==> src/rtl/turfio_eye_align_if.sv <==
// turfio_eye_align_if: bundles the control/status and deserializer bus of the
// TURFIO eye-alignment controller.
//   master : the alignment controller (takes start/mask/data, drives IDELAY
//            load signals and per-channel results)
//   slave  : the surrounding logic (software regs, ISERDES/IDELAY wrapper)
// Channel c occupies [c*DWIDTH +: DWIDTH] of the data buses, [c*9 +: 9] of the
// tap buses and [c*SW +: SW] of bitslip_o.
interface turfio_eye_align_if #(
    parameter int NBITS  = 4,
    parameter int DWIDTH = 4
);
    localparam int SW = (DWIDTH > 1) ? $clog2(DWIDTH) : 1;

    logic                      start_i;
    logic [NBITS-1:0]          chan_mask_i;
    logic [NBITS*DWIDTH-1:0]   data_i;
    logic [NBITS-1:0]          delay_load_o;
    logic [1:0]                delay_sel_o;
    logic [8:0]                delay_cntvaluein_o;
    logic                      busy_o;
    logic                      done_o;
    logic [NBITS-1:0]          err_o;
    logic [NBITS*9-1:0]        eye_center_o;
    logic [NBITS*9-1:0]        eye_width_o;
    logic [NBITS*SW-1:0]       bitslip_o;
    logic [NBITS*DWIDTH-1:0]   aligned_data_o;

    modport master (
        input  start_i, chan_mask_i, data_i,
        output delay_load_o, delay_sel_o, delay_cntvaluein_o, busy_o, done_o,
               err_o, eye_center_o, eye_width_o, bitslip_o, aligned_data_o
    );

    modport slave (
        output start_i, chan_mask_i, data_i,
        input  delay_load_o, delay_sel_o, delay_cntvaluein_o, busy_o, done_o,
               err_o, eye_center_o, eye_width_o, bitslip_o, aligned_data_o
    );
endinterface

==> src/rtl/turfio_eye_align.sv <==
// turfio_eye_align: sweeps the IDELAY of each enabled receive channel, finds the
// widest run of tap points whose ISERDES output is a stable rotation of PATTERN,
// loads the channel to the centre of that run and reports bitslip/eye results.
// Ports:
//   if_clk_i : interface clock (only clock)
//   rst_n_i  : asynchronous active-low reset
//   bus      : turfio_eye_align_if.master (start/mask/data in, IDELAY load and
//              per-channel err/center/width/bitslip/aligned data out)
module turfio_eye_align #(
    parameter int                NBITS         = 4,
    parameter int                DWIDTH        = 4,
    parameter logic [DWIDTH-1:0] PATTERN       = 4'b1000,
    parameter int                DELAY_STEP    = 32,
    parameter int                DELAY_MAX     = 511,
    parameter int                SETTLE_CYCLES = 16,
    parameter int                SAMPLE_LOG2   = 8,
    parameter int                MIN_EYE       = 64
) (
    input logic                if_clk_i,
    input logic                rst_n_i,
    turfio_eye_align_if.master bus
);
    localparam int SW  = (DWIDTH > 1) ? $clog2(DWIDTH) : 1;
    localparam int CHW = $clog2(NBITS + 1);
    localparam int CIW = (NBITS > 1) ? $clog2(NBITS) : 1;
    localparam int CW  = (SAMPLE_LOG2 > $clog2(SETTLE_CYCLES + 1)) ? SAMPLE_LOG2
                                                                   : $clog2(SETTLE_CYCLES + 1);

    typedef enum logic [3:0] {
        StIdle, StSel, StLoad, StSettle, StSample, StEval, StCenter, StCsettle, StSlip, StDone
    } state_e;

    function automatic logic [DWIDTH-1:0] rotl(input logic [DWIDTH-1:0] v, input int r);
        logic [DWIDTH-1:0] o;
        o = '0;
        for (int i = 0; i < DWIDTH; i++) o[SW'((i + r) % DWIDTH)] = v[i];
        return o;
    endfunction

    function automatic logic [DWIDTH-1:0] rotr(input logic [DWIDTH-1:0] v,
                                               input logic [SW-1:0] s);
        logic [DWIDTH-1:0] o;
        o = '0;
        for (int i = 0; i < DWIDTH; i++) o[i] = v[SW'((i + int'(s)) % DWIDTH)];
        return o;
    endfunction

    // {found, lowest r with v == rotl(PATTERN, r)}
    function automatic logic [SW:0] find_rot(input logic [DWIDTH-1:0] v);
        logic          found;
        logic [SW-1:0] r;
        found = 1'b0;
        r     = '0;
        for (int k = DWIDTH - 1; k >= 0; k--) begin
            if (v == rotl(PATTERN, k)) begin
                found = 1'b1;
                r     = SW'(k);
            end
        end
        return {found, r};
    endfunction

    state_e                        state_q;
    logic [NBITS-1:0]              mask_q;
    logic [CHW-1:0]                ch_q;
    logic [8:0]                    tap_q;
    logic [CW-1:0]                 cnt_q;
    logic [DWIDTH-1:0]             ref_q;
    logic                          fail_q;
    logic                          run_open_q, best_valid_q;
    logic [8:0]                    run_start_q, run_end_q, best_start_q, best_end_q;
    logic [NBITS-1:0]              load_q, err_q;
    logic [8:0]                    cntval_q;
    logic                          busy_q, done_q;
    logic [NBITS-1:0][8:0]         center_q, width_q;
    logic [NBITS-1:0][SW-1:0]      bitslip_q;
    logic [NBITS-1:0][DWIDTH-1:0]  aligned_q;

    logic [NBITS-1:0][DWIDTH-1:0]  data_ch;
    logic [CIW-1:0]                chi;
    logic [DWIDTH-1:0]             cur;
    logic                          cur_found;
    logic [SW-1:0]                 cur_rot;
    logic                          sel_found;
    logic [CHW-1:0]                sel_ch;
    logic                          last_pt, pass, close_en, take_best, best_ok;
    logic [8:0]                    close_rs, close_re, best_width, center_val;

    assign data_ch = bus.data_i;

    always_comb begin
        chi                  = ch_q[CIW-1:0];
        cur                  = data_ch[chi];
        {cur_found, cur_rot} = find_rot(cur);

        // Next enabled channel at or above ch, found in one cycle.
        sel_found = 1'b0;
        sel_ch    = '0;
        for (int c = 0; c < NBITS; c++) begin
            if (!sel_found && mask_q[c] && c >= int'(ch_q)) begin
                sel_found = 1'b1;
                sel_ch    = CHW'(c);
            end
        end

        // 10-bit compare so the step never wraps past the top tap.
        last_pt  = ({1'b0, tap_q} + 10'(DELAY_STEP)) > 10'(DELAY_MAX);
        pass     = !fail_q;
        // A run closes on a fail, or on a pass at the final point.
        close_en = pass ? last_pt : run_open_q;
        close_rs = (pass && !run_open_q) ? tap_q : run_start_q;
        close_re = pass ? tap_q : run_end_q;
        best_width = best_end_q - best_start_q;
        take_best  = close_en && (!best_valid_q || ((close_re - close_rs) > best_width));
        best_ok    = best_valid_q && (best_width >= 9'(MIN_EYE));
        center_val = best_start_q + (best_width >> 1);
    end

    always_ff @(posedge if_clk_i or negedge rst_n_i) begin
        if (!rst_n_i) begin
            state_q      <= StIdle;
            mask_q       <= '0;
            ch_q         <= '0;
            tap_q        <= '0;
            cnt_q        <= '0;
            ref_q        <= '0;
            fail_q       <= 1'b0;
            run_open_q   <= 1'b0;
            best_valid_q <= 1'b0;
            run_start_q  <= '0;
            run_end_q    <= '0;
            best_start_q <= '0;
            best_end_q   <= '0;
            load_q       <= '0;
            err_q        <= '0;
            cntval_q     <= '0;
            busy_q       <= 1'b0;
            done_q       <= 1'b0;
            center_q     <= '0;
            width_q      <= '0;
            bitslip_q    <= '0;
            aligned_q    <= '0;
        end else begin
            load_q <= '0;
            done_q <= 1'b0;
            for (int c = 0; c < NBITS; c++) aligned_q[c] <= rotr(data_ch[c], bitslip_q[c]);

            unique case (state_q)
                StIdle: begin
                    if (bus.start_i) begin
                        mask_q <= bus.chan_mask_i;
                        ch_q   <= '0;
                        busy_q <= 1'b1;
                        for (int c = 0; c < NBITS; c++) begin
                            if (bus.chan_mask_i[c]) begin
                                err_q[c]    <= 1'b0;
                                center_q[c] <= '0;
                                width_q[c]  <= '0;
                            end
                        end
                        state_q <= StSel;
                    end
                end
                StSel: begin
                    if (!sel_found) begin
                        state_q <= StDone;
                    end else begin
                        ch_q         <= sel_ch;
                        tap_q        <= '0;
                        run_open_q   <= 1'b0;
                        run_start_q  <= '0;
                        run_end_q    <= '0;
                        best_valid_q <= 1'b0;
                        best_start_q <= '0;
                        best_end_q   <= '0;
                        state_q      <= StLoad;
                    end
                end
                StLoad: begin
                    load_q   <= NBITS'(1) << chi;
                    cntval_q <= tap_q;
                    cnt_q    <= '0;
                    state_q  <= StSettle;
                end
                StSettle: begin
                    if (cnt_q == CW'(SETTLE_CYCLES - 1)) begin
                        cnt_q   <= '0;
                        state_q <= StSample;
                    end else begin
                        cnt_q <= cnt_q + 1'b1;
                    end
                end
                StSample: begin
                    if (cnt_q == '0) begin
                        ref_q  <= cur;
                        fail_q <= !cur_found;
                    end else if (cur != ref_q) begin
                        fail_q <= 1'b1;
                    end
                    if (cnt_q == CW'((1 << SAMPLE_LOG2) - 1)) begin
                        cnt_q   <= '0;
                        state_q <= StEval;
                    end else begin
                        cnt_q <= cnt_q + 1'b1;
                    end
                end
                StEval: begin
                    if (pass) begin
                        if (!run_open_q) run_start_q <= tap_q;
                        run_end_q <= tap_q;
                    end
                    run_open_q <= pass && !last_pt;
                    if (take_best) begin
                        best_valid_q <= 1'b1;
                        best_start_q <= close_rs;
                        best_end_q   <= close_re;
                    end
                    if (last_pt) begin
                        state_q <= StCenter;
                    end else begin
                        tap_q   <= tap_q + 9'(DELAY_STEP);
                        state_q <= StLoad;
                    end
                end
                StCenter: begin
                    load_q        <= NBITS'(1) << chi;
                    cntval_q      <= best_ok ? center_val : 9'd0;
                    center_q[chi] <= best_ok ? center_val : 9'd0;
                    width_q[chi]  <= best_valid_q ? best_width : 9'd0;
                    if (!best_ok) err_q[chi] <= 1'b1;
                    cnt_q   <= '0;
                    state_q <= StCsettle;
                end
                StCsettle: begin
                    if (cnt_q == CW'(SETTLE_CYCLES - 1)) begin
                        cnt_q   <= '0;
                        state_q <= StSlip;
                    end else begin
                        cnt_q <= cnt_q + 1'b1;
                    end
                end
                StSlip: begin
                    bitslip_q[chi] <= cur_found ? cur_rot : '0;
                    if (!cur_found) err_q[chi] <= 1'b1;
                    ch_q    <= ch_q + 1'b1;
                    state_q <= StSel;
                end
                StDone: begin
                    done_q  <= 1'b1;
                    busy_q  <= 1'b0;
                    state_q <= StIdle;
                end
                default: state_q <= StIdle;
            endcase
        end
    end

    assign bus.delay_load_o       = load_q;
    assign bus.delay_sel_o        = 2'b00;
    assign bus.delay_cntvaluein_o = cntval_q;
    assign bus.busy_o             = busy_q;
    assign bus.done_o             = done_q;
    assign bus.err_o              = err_q;
    assign bus.eye_center_o       = center_q;
    assign bus.eye_width_o        = width_q;
    assign bus.bitslip_o          = bitslip_q;
    assign bus.aligned_data_o     = aligned_q;
endmodule

==> src/flat_wrapper.sv <==
// flat-port wrapper written by rule: the top's interface ports become plain ports
module turfio_eye_align_flat 
#(
    parameter int                NBITS         = 4,
    parameter int                DWIDTH        = 4,
    parameter logic [DWIDTH-1:0] PATTERN       = 4'b1000,
    parameter int                DELAY_STEP    = 32,
    parameter int                DELAY_MAX     = 511,
    parameter int                SETTLE_CYCLES = 16,
    parameter int                SAMPLE_LOG2   = 8,
    parameter int                MIN_EYE       = 64
)
  (if_clk_i, rst_n_i, bus_start_i, bus_chan_mask_i, bus_data_i, bus_delay_load_o, bus_delay_sel_o, bus_delay_cntvaluein_o, bus_busy_o, bus_done_o, bus_err_o, bus_eye_center_o, bus_eye_width_o, bus_bitslip_o, bus_aligned_data_o);
  turfio_eye_align_if #(.NBITS(NBITS), .DWIDTH(DWIDTH)) bus_i ();
  input logic if_clk_i;
  input logic rst_n_i;
  input wire logic [$bits(bus_i.start_i)-1:0] bus_start_i;
  input wire logic [$bits(bus_i.chan_mask_i)-1:0] bus_chan_mask_i;
  input wire logic [$bits(bus_i.data_i)-1:0] bus_data_i;
  output wire logic [$bits(bus_i.delay_load_o)-1:0] bus_delay_load_o;
  output wire logic [$bits(bus_i.delay_sel_o)-1:0] bus_delay_sel_o;
  output wire logic [$bits(bus_i.delay_cntvaluein_o)-1:0] bus_delay_cntvaluein_o;
  output wire logic [$bits(bus_i.busy_o)-1:0] bus_busy_o;
  output wire logic [$bits(bus_i.done_o)-1:0] bus_done_o;
  output wire logic [$bits(bus_i.err_o)-1:0] bus_err_o;
  output wire logic [$bits(bus_i.eye_center_o)-1:0] bus_eye_center_o;
  output wire logic [$bits(bus_i.eye_width_o)-1:0] bus_eye_width_o;
  output wire logic [$bits(bus_i.bitslip_o)-1:0] bus_bitslip_o;
  output wire logic [$bits(bus_i.aligned_data_o)-1:0] bus_aligned_data_o;
  assign bus_i.start_i = bus_start_i;
  assign bus_i.chan_mask_i = bus_chan_mask_i;
  assign bus_i.data_i = bus_data_i;
  assign bus_delay_load_o = bus_i.delay_load_o;
  assign bus_delay_sel_o = bus_i.delay_sel_o;
  assign bus_delay_cntvaluein_o = bus_i.delay_cntvaluein_o;
  assign bus_busy_o = bus_i.busy_o;
  assign bus_done_o = bus_i.done_o;
  assign bus_err_o = bus_i.err_o;
  assign bus_eye_center_o = bus_i.eye_center_o;
  assign bus_eye_width_o = bus_i.eye_width_o;
  assign bus_bitslip_o = bus_i.bitslip_o;
  assign bus_aligned_data_o = bus_i.aligned_data_o;
  turfio_eye_align #(.NBITS(NBITS), .DWIDTH(DWIDTH), .PATTERN(PATTERN), .DELAY_STEP(DELAY_STEP), .DELAY_MAX(DELAY_MAX), .SETTLE_CYCLES(SETTLE_CYCLES), .SAMPLE_LOG2(SAMPLE_LOG2), .MIN_EYE(MIN_EYE)) u_core (.if_clk_i(if_clk_i), .rst_n_i(rst_n_i), .bus(bus_i));
endmodule
==> config.mk <==
export PLATFORM = sky130hd
export DESIGN_NAME = turfio_eye_align_flat
export DESIGN_NICKNAME = d
export VERILOG_FILES = /design/src/rtl/turfio_eye_align_if.sv /design/src/rtl/turfio_eye_align.sv /design/src/flat_wrapper.sv
export SDC_FILE = /design/constraint.sdc
export NUM_CORES = 1
export LEC_CHECK = 0
export CAP_MARGIN = 0
export CORE_UTILIZATION = 54
export DETAILED_ROUTE_END_ITERATION = 12
export PLACE_DENSITY = 0.77
export SYNTH_ARGS = -nofsm -noshare
export SYNTH_HDL_FRONTEND = slang
export SYNTH_SLANG_ARGS = --single-unit
==> constraint.sdc <==
create_clock -name if_clk_i -period 6.2 [get_ports if_clk_i]
set_clock_uncertainty 0.2 [all_clocks]
set_input_delay 1.24 -clock if_clk_i [delete_from_list [all_inputs] [get_ports if_clk_i]]
set_output_delay 1.24 -clock if_clk_i [all_outputs]
set_load 0.05 [all_outputs]
==> impl_metrics.xml <==
<?xml version="1.0" encoding="UTF-8"?>
<metrics>
  <group name="outcome">
    <metric name="status" unit="">finished clean</metric>
  </group>
  <group name="sta">
    <metric name="slew-limit-headroom" unit="">0.453</metric>
    <metric name="setup-tns-final" unit="ns">0</metric>
    <metric name="maxSlewViolCount" unit="">0</metric>
    <metric name="final.period_utilization" unit="">0.782</metric>
    <metric name="achievable-frequency" unit="MHz">206</metric>
    <metric name="finalSetupViolations" unit="">0</metric>
    <metric name="finalWorstPathRequiredPeriod" unit="ns">4.85</metric>
    <metric name="actual_transition_at_the_worst_max_transition_pin" unit="ns">0.817</metric>
    <metric name="finalHoldViolCount" unit="">0</metric>
    <metric name="setup_repair_after_global_routing_missed_its_margin" unit="">no</metric>
  </group>
  <group name="floorplan">
    <metric name="core" unit="um^2">15900</metric>
    <metric name="pin_count" unit="">140</metric>
    <metric name="initial_standard_cell_utilization_of_the_core" unit="">0.557</metric>
    <metric name="core.rowCount" unit="">46</metric>
    <metric name="fp.dieW" unit="um">130</metric>
    <metric name="dieArea" unit="um^2">17000</metric>
    <metric name="y_dimension_of_the_die" unit="um">130</metric>
  </group>
  <group name="cts">
    <metric name="h_tree_depth" unit="">4</metric>
    <metric name="tritoncts_clock_tree" unit="">yes</metric>
    <metric name="cts.sinks" unit="">173</metric>
    <metric name="cts_resized" unit="">0</metric>
    <metric name="cts_root_buf" unit="">clkbuf_16</metric>
    <metric name="post-cts-setup-buffer-count" unit="">0</metric>
    <metric name="cts_buffer_depth" unit="">2</metric>
    <metric name="tritoncts.num_buffers" unit="">17</metric>
    <metric name="clk-insertion-delay-late" unit="ns">0.44</metric>
    <metric name="cts_hold_buffers" unit="">0</metric>
    <metric name="clk_pin_slew" unit="ns">0.07</metric>
  </group>
  <group name="route">
    <metric name="route.antenna.remaining_nets" unit="">0</metric>
    <metric name="routed_wl" unit="um">22100</metric>
    <metric name="drc" unit="">0</metric>
    <metric name="detailedRoute.firstIterationViolations" unit="">440</metric>
    <metric name="route.detailed.wl_per_inst" unit="um">18.7</metric>
    <metric name="via_density" unit="">5.94</metric>
    <metric name="drt_pass1_iterations" unit="">5</metric>
    <metric name="dr_total_vias" unit="">7029</metric>
  </group>
  <group name="critical_path">
    <metric name="crit_fanout" unit="">9</metric>
    <metric name="signal_arrival_time_at_the_worst_endpoint" unit="ns">5.01</metric>
    <metric name="critPathLaunchType" unit="">flip-flop</metric>
    <metric name="critPathKind" unit="">flip-flop to flip-flop</metric>
    <metric name="timing.critical_path.to_type" unit="">flip-flop</metric>
    <metric name="critical_path_required" unit="ns">6.36</metric>
  </group>
  <group name="logic_synthesis">
    <metric name="yosysWarnings" unit="">0</metric>
    <metric name="synth_enable_flop_cells" unit="">0</metric>
    <metric name="ys_seq_elements" unit="">173</metric>
    <metric name="syn-cell-area" unit="um^2">8880</metric>
    <metric name="post_synth_arst_share" unit="">1.00</metric>
    <metric name="post_synth_num_cell_types" unit="">60</metric>
    <metric name="ys_dominant_reg_cell" unit="">dfrtp_1</metric>
    <metric name="post_synth.cell_area_avg" unit="um^2">10.7</metric>
    <metric name="syn_inst" unit="">828</metric>
    <metric name="ys_seq_area_frac" unit="">0.488</metric>
  </group>
  <group name="layout">
    <metric name="insertedDiodeCount" unit="">0</metric>
    <metric name="final_util" unit="">0.691</metric>
    <metric name="fillCellCount" unit="">1219</metric>
    <metric name="layout.nets" unit="">1021</metric>
    <metric name="area_delta_synth_final" unit="%">24.0</metric>
    <metric name="drive_above_1_share" unit="">0.0837</metric>
  </group>
  <group name="global_routing">
    <metric name="grt.busiest_layer" unit="">met2</metric>
    <metric name="pin_count_of_the_biggest_net_entering_global_routing" unit="">92</metric>
    <metric name="grt.met2_usage" unit="">0.432</metric>
    <metric name="grt_first_pass_wirelength" unit="um">34800</metric>
    <metric name="global_router_s_overall_resource_usage" unit="">0.271</metric>
    <metric name="via_count_of_the_first_global_routing_pass" unit="">6537</metric>
    <metric name="met3_usage" unit="">0.0402</metric>
    <metric name="grt.met1_usage" unit="">0.384</metric>
    <metric name="grt_remaining_overflow" unit="">0</metric>
    <metric name="antenna_found_initial" unit="">0</metric>
  </group>
  <group name="power_and_ir_drop">
    <metric name="p_leak" unit="nW">4.81</metric>
    <metric name="power_per_cell_area" unit="nW/um^2">414</metric>
    <metric name="ir_worst_vdd" unit="mV">0.316</metric>
  </group>
  <group name="placed_design">
    <metric name="hpwl" unit="um">16100</metric>
    <metric name="numPortBuffers" unit="">137</metric>
    <metric name="gp_congestion" unit="">0.852</metric>
  </group>
  <group name="flow_run">
    <metric name="cap_viol_max_count" unit="">0</metric>
  </group>
  <group name="worst_hold_path">
    <metric name="min_path_type" unit="">flip-flop to flip-flop</metric>
  </group>
</metrics>
## critical path, cell delays in order, from the launching register on
cell and delay (ns):
dfrtp_1 0.55, ha_1 0.24, inv_1 0.06, fa_1 0.41
a21o_1 0.22, a221oi_1 0.51, o21bai_1 0.11, a21oi_1 0.20
xnor2_1 0.31, inv_1 0.10, ha_1 0.32, nand2_1 0.08
a211o_1 0.30, a2111oi_4 0.67, buf_4 0.31, mux2i_1 0.20
## layout by cell type (no fill, tap or decap), types with 9 or more instances in the layout
master	n
nor2b_1	11
dfrtp_1	173
nand2_1	110
a21oi_1	24
nor2_1	33
a32o_1	38
a211oi_1	9
and2_1	16
o21ai_0	80
inv_1	44
mux4_2	20
nor3_1	16
clkdlybuf4s50_1	136
mux2i_1	23
clkbuf_16	17
o31ai_1	9
nand3_1	11
ha_1	40
mux2_2	14
xor2_1	12
xnor2_1	18
## routing by layer
layer  share of wire  vias up
li1                -     3256
met1            0.46     3545
met2            0.48      205
met5               0        -
met4           0.015        0
met3           0.050       23
## Yosys cell counts (4+ instances only)
library cell	instances	area [um^2]
xnor2_1	18	158
nor2_1	33	124
nand3_1	11	55.1
clkbuf_1	23	86.3
nor3_1	16	80.1
ha_1	40	500
mux2i_1	23	230
a32o_1	38	380
a31oi_1	6	37.5
inv_1	44	165
mux4_2	20	450
a21oi_1	25	125
and3_1	5	31.3
dfrtp_1	173	4330
buf_2	7	35.0
nand2b_1	6	37.5
a22o_1	6	52.6
nand2_1	110	413
o21a_1	5	37.5
a21o_1	8	60.1
nand4_1	4	25.0
or3_1	4	25.0
mux2_2	14	158
xor2_1	12	105
and2_1	16	100
and3b_1	4	35.0
o31ai_1	9	67.6
nor2b_1	11	68.8
o21ai_0	80	400
a211oi_1	9	67.6
## path summary, 6_finish.rpt
path	from	cells past startpoint	endpoint	slack, ns
min in group asynchronous	rst_n_i	1	u_core.bus.eye_width_o[13]	0.65
hold / removal	u_core.bus.eye_center_o[34]	2	u_core.bus.eye_center_o[34]	0.28
setup / recovery	u_core.best_start_q[4]	15	u_core.best_start_q[6]	1.35
max in group asynchronous	rst_n_i	2	u_core.bus.eye_center_o[0]	4.03
setup reg to reg	u_core.best_start_q[4]	15	u_core.best_start_q[6]	1.35
hold reg to reg	u_core.bus.eye_center_o[34]	2	u_core.bus.eye_center_o[34]	0.28
## metrics by stage
step	setup slack, ns	area [um^2]	total power [W]	hold WS, ns	instances
floorplan	1.65	8880	0.00289	0.254	829
global placement	1.55	10400	0.00347	0.262	1152
detailed placement	1.40	10400	0.00351	0.265	1152
CTS	1.34	11000	0.00458	0.280	1184
global route	0.992	11000	0.00479	0.305	1184
finish	1.35	11000	0.00456	0.275	1184
## report_power, final
group / internal, W / switching (W) / total [W]
registers: 0.00136 / 0.000217 / 0.00158
clock network: 0.000579 / 0.000483 / 0.00106
logic: 0.000662 / 0.00126 / 0.00192
total: 0.00260 / 0.00196 / 0.00456
## cells by family (layout without fill, tap and decap cells)
kind of cell	Yosys count	after routing	synth area share
other	1	2	0.000422
buffers and inverters	80	219	0.0361
AO/OA/AOI/OAI	211	211	0.165
adder cells (fa/ha/maj)	43	43	0.0631
multiplexers	57	57	0.0944
flip-flops	173	173	0.488
XOR/XNOR	30	30	0.0296
AND/OR/NAND/NOR	233	233	0.124
## area by class of cell
| type | count | area [um^2] | area share |
|---|---|---|---|
| sequential | 173 | 4330 | 0.393 |
| multi-input combinational | 576 | 4240 | 0.385 |
| timing repair buffer | 143 | 1420 | 0.129 |
| clock inverter | 14 | 154 | 0.0140 |
| clock buffer | 18 | 439 | 0.0399 |
| inverter | 44 | 165 | 0.0150 |
| tap | 216 | 270 | 0.0245 |
## flip-flops by register name, summed over array words and instances (netlist names), 4 cells and up
name	cells
u_core.best_end_q	9
u_core.bus.delay_cntvaluein_o	9
u_core.bus.eye_center_o	36
u_core.tap_q	4
u_core.bus.delay_load_o	4
u_core.bus.err_o	4
u_core.mask_q	4
u_core.run_start_q	5
u_core.best_start_q	5
u_core.bus.eye_width_o	36
u_core.run_end_q	9
u_core.cnt_q	8
u_core.bus.bitslip_o	8
u_core.bus.aligned_data_o	16
u_core.state_q	4
u_core.ref_q	4
Note: power is estimated with default switching activity, not from simulation.
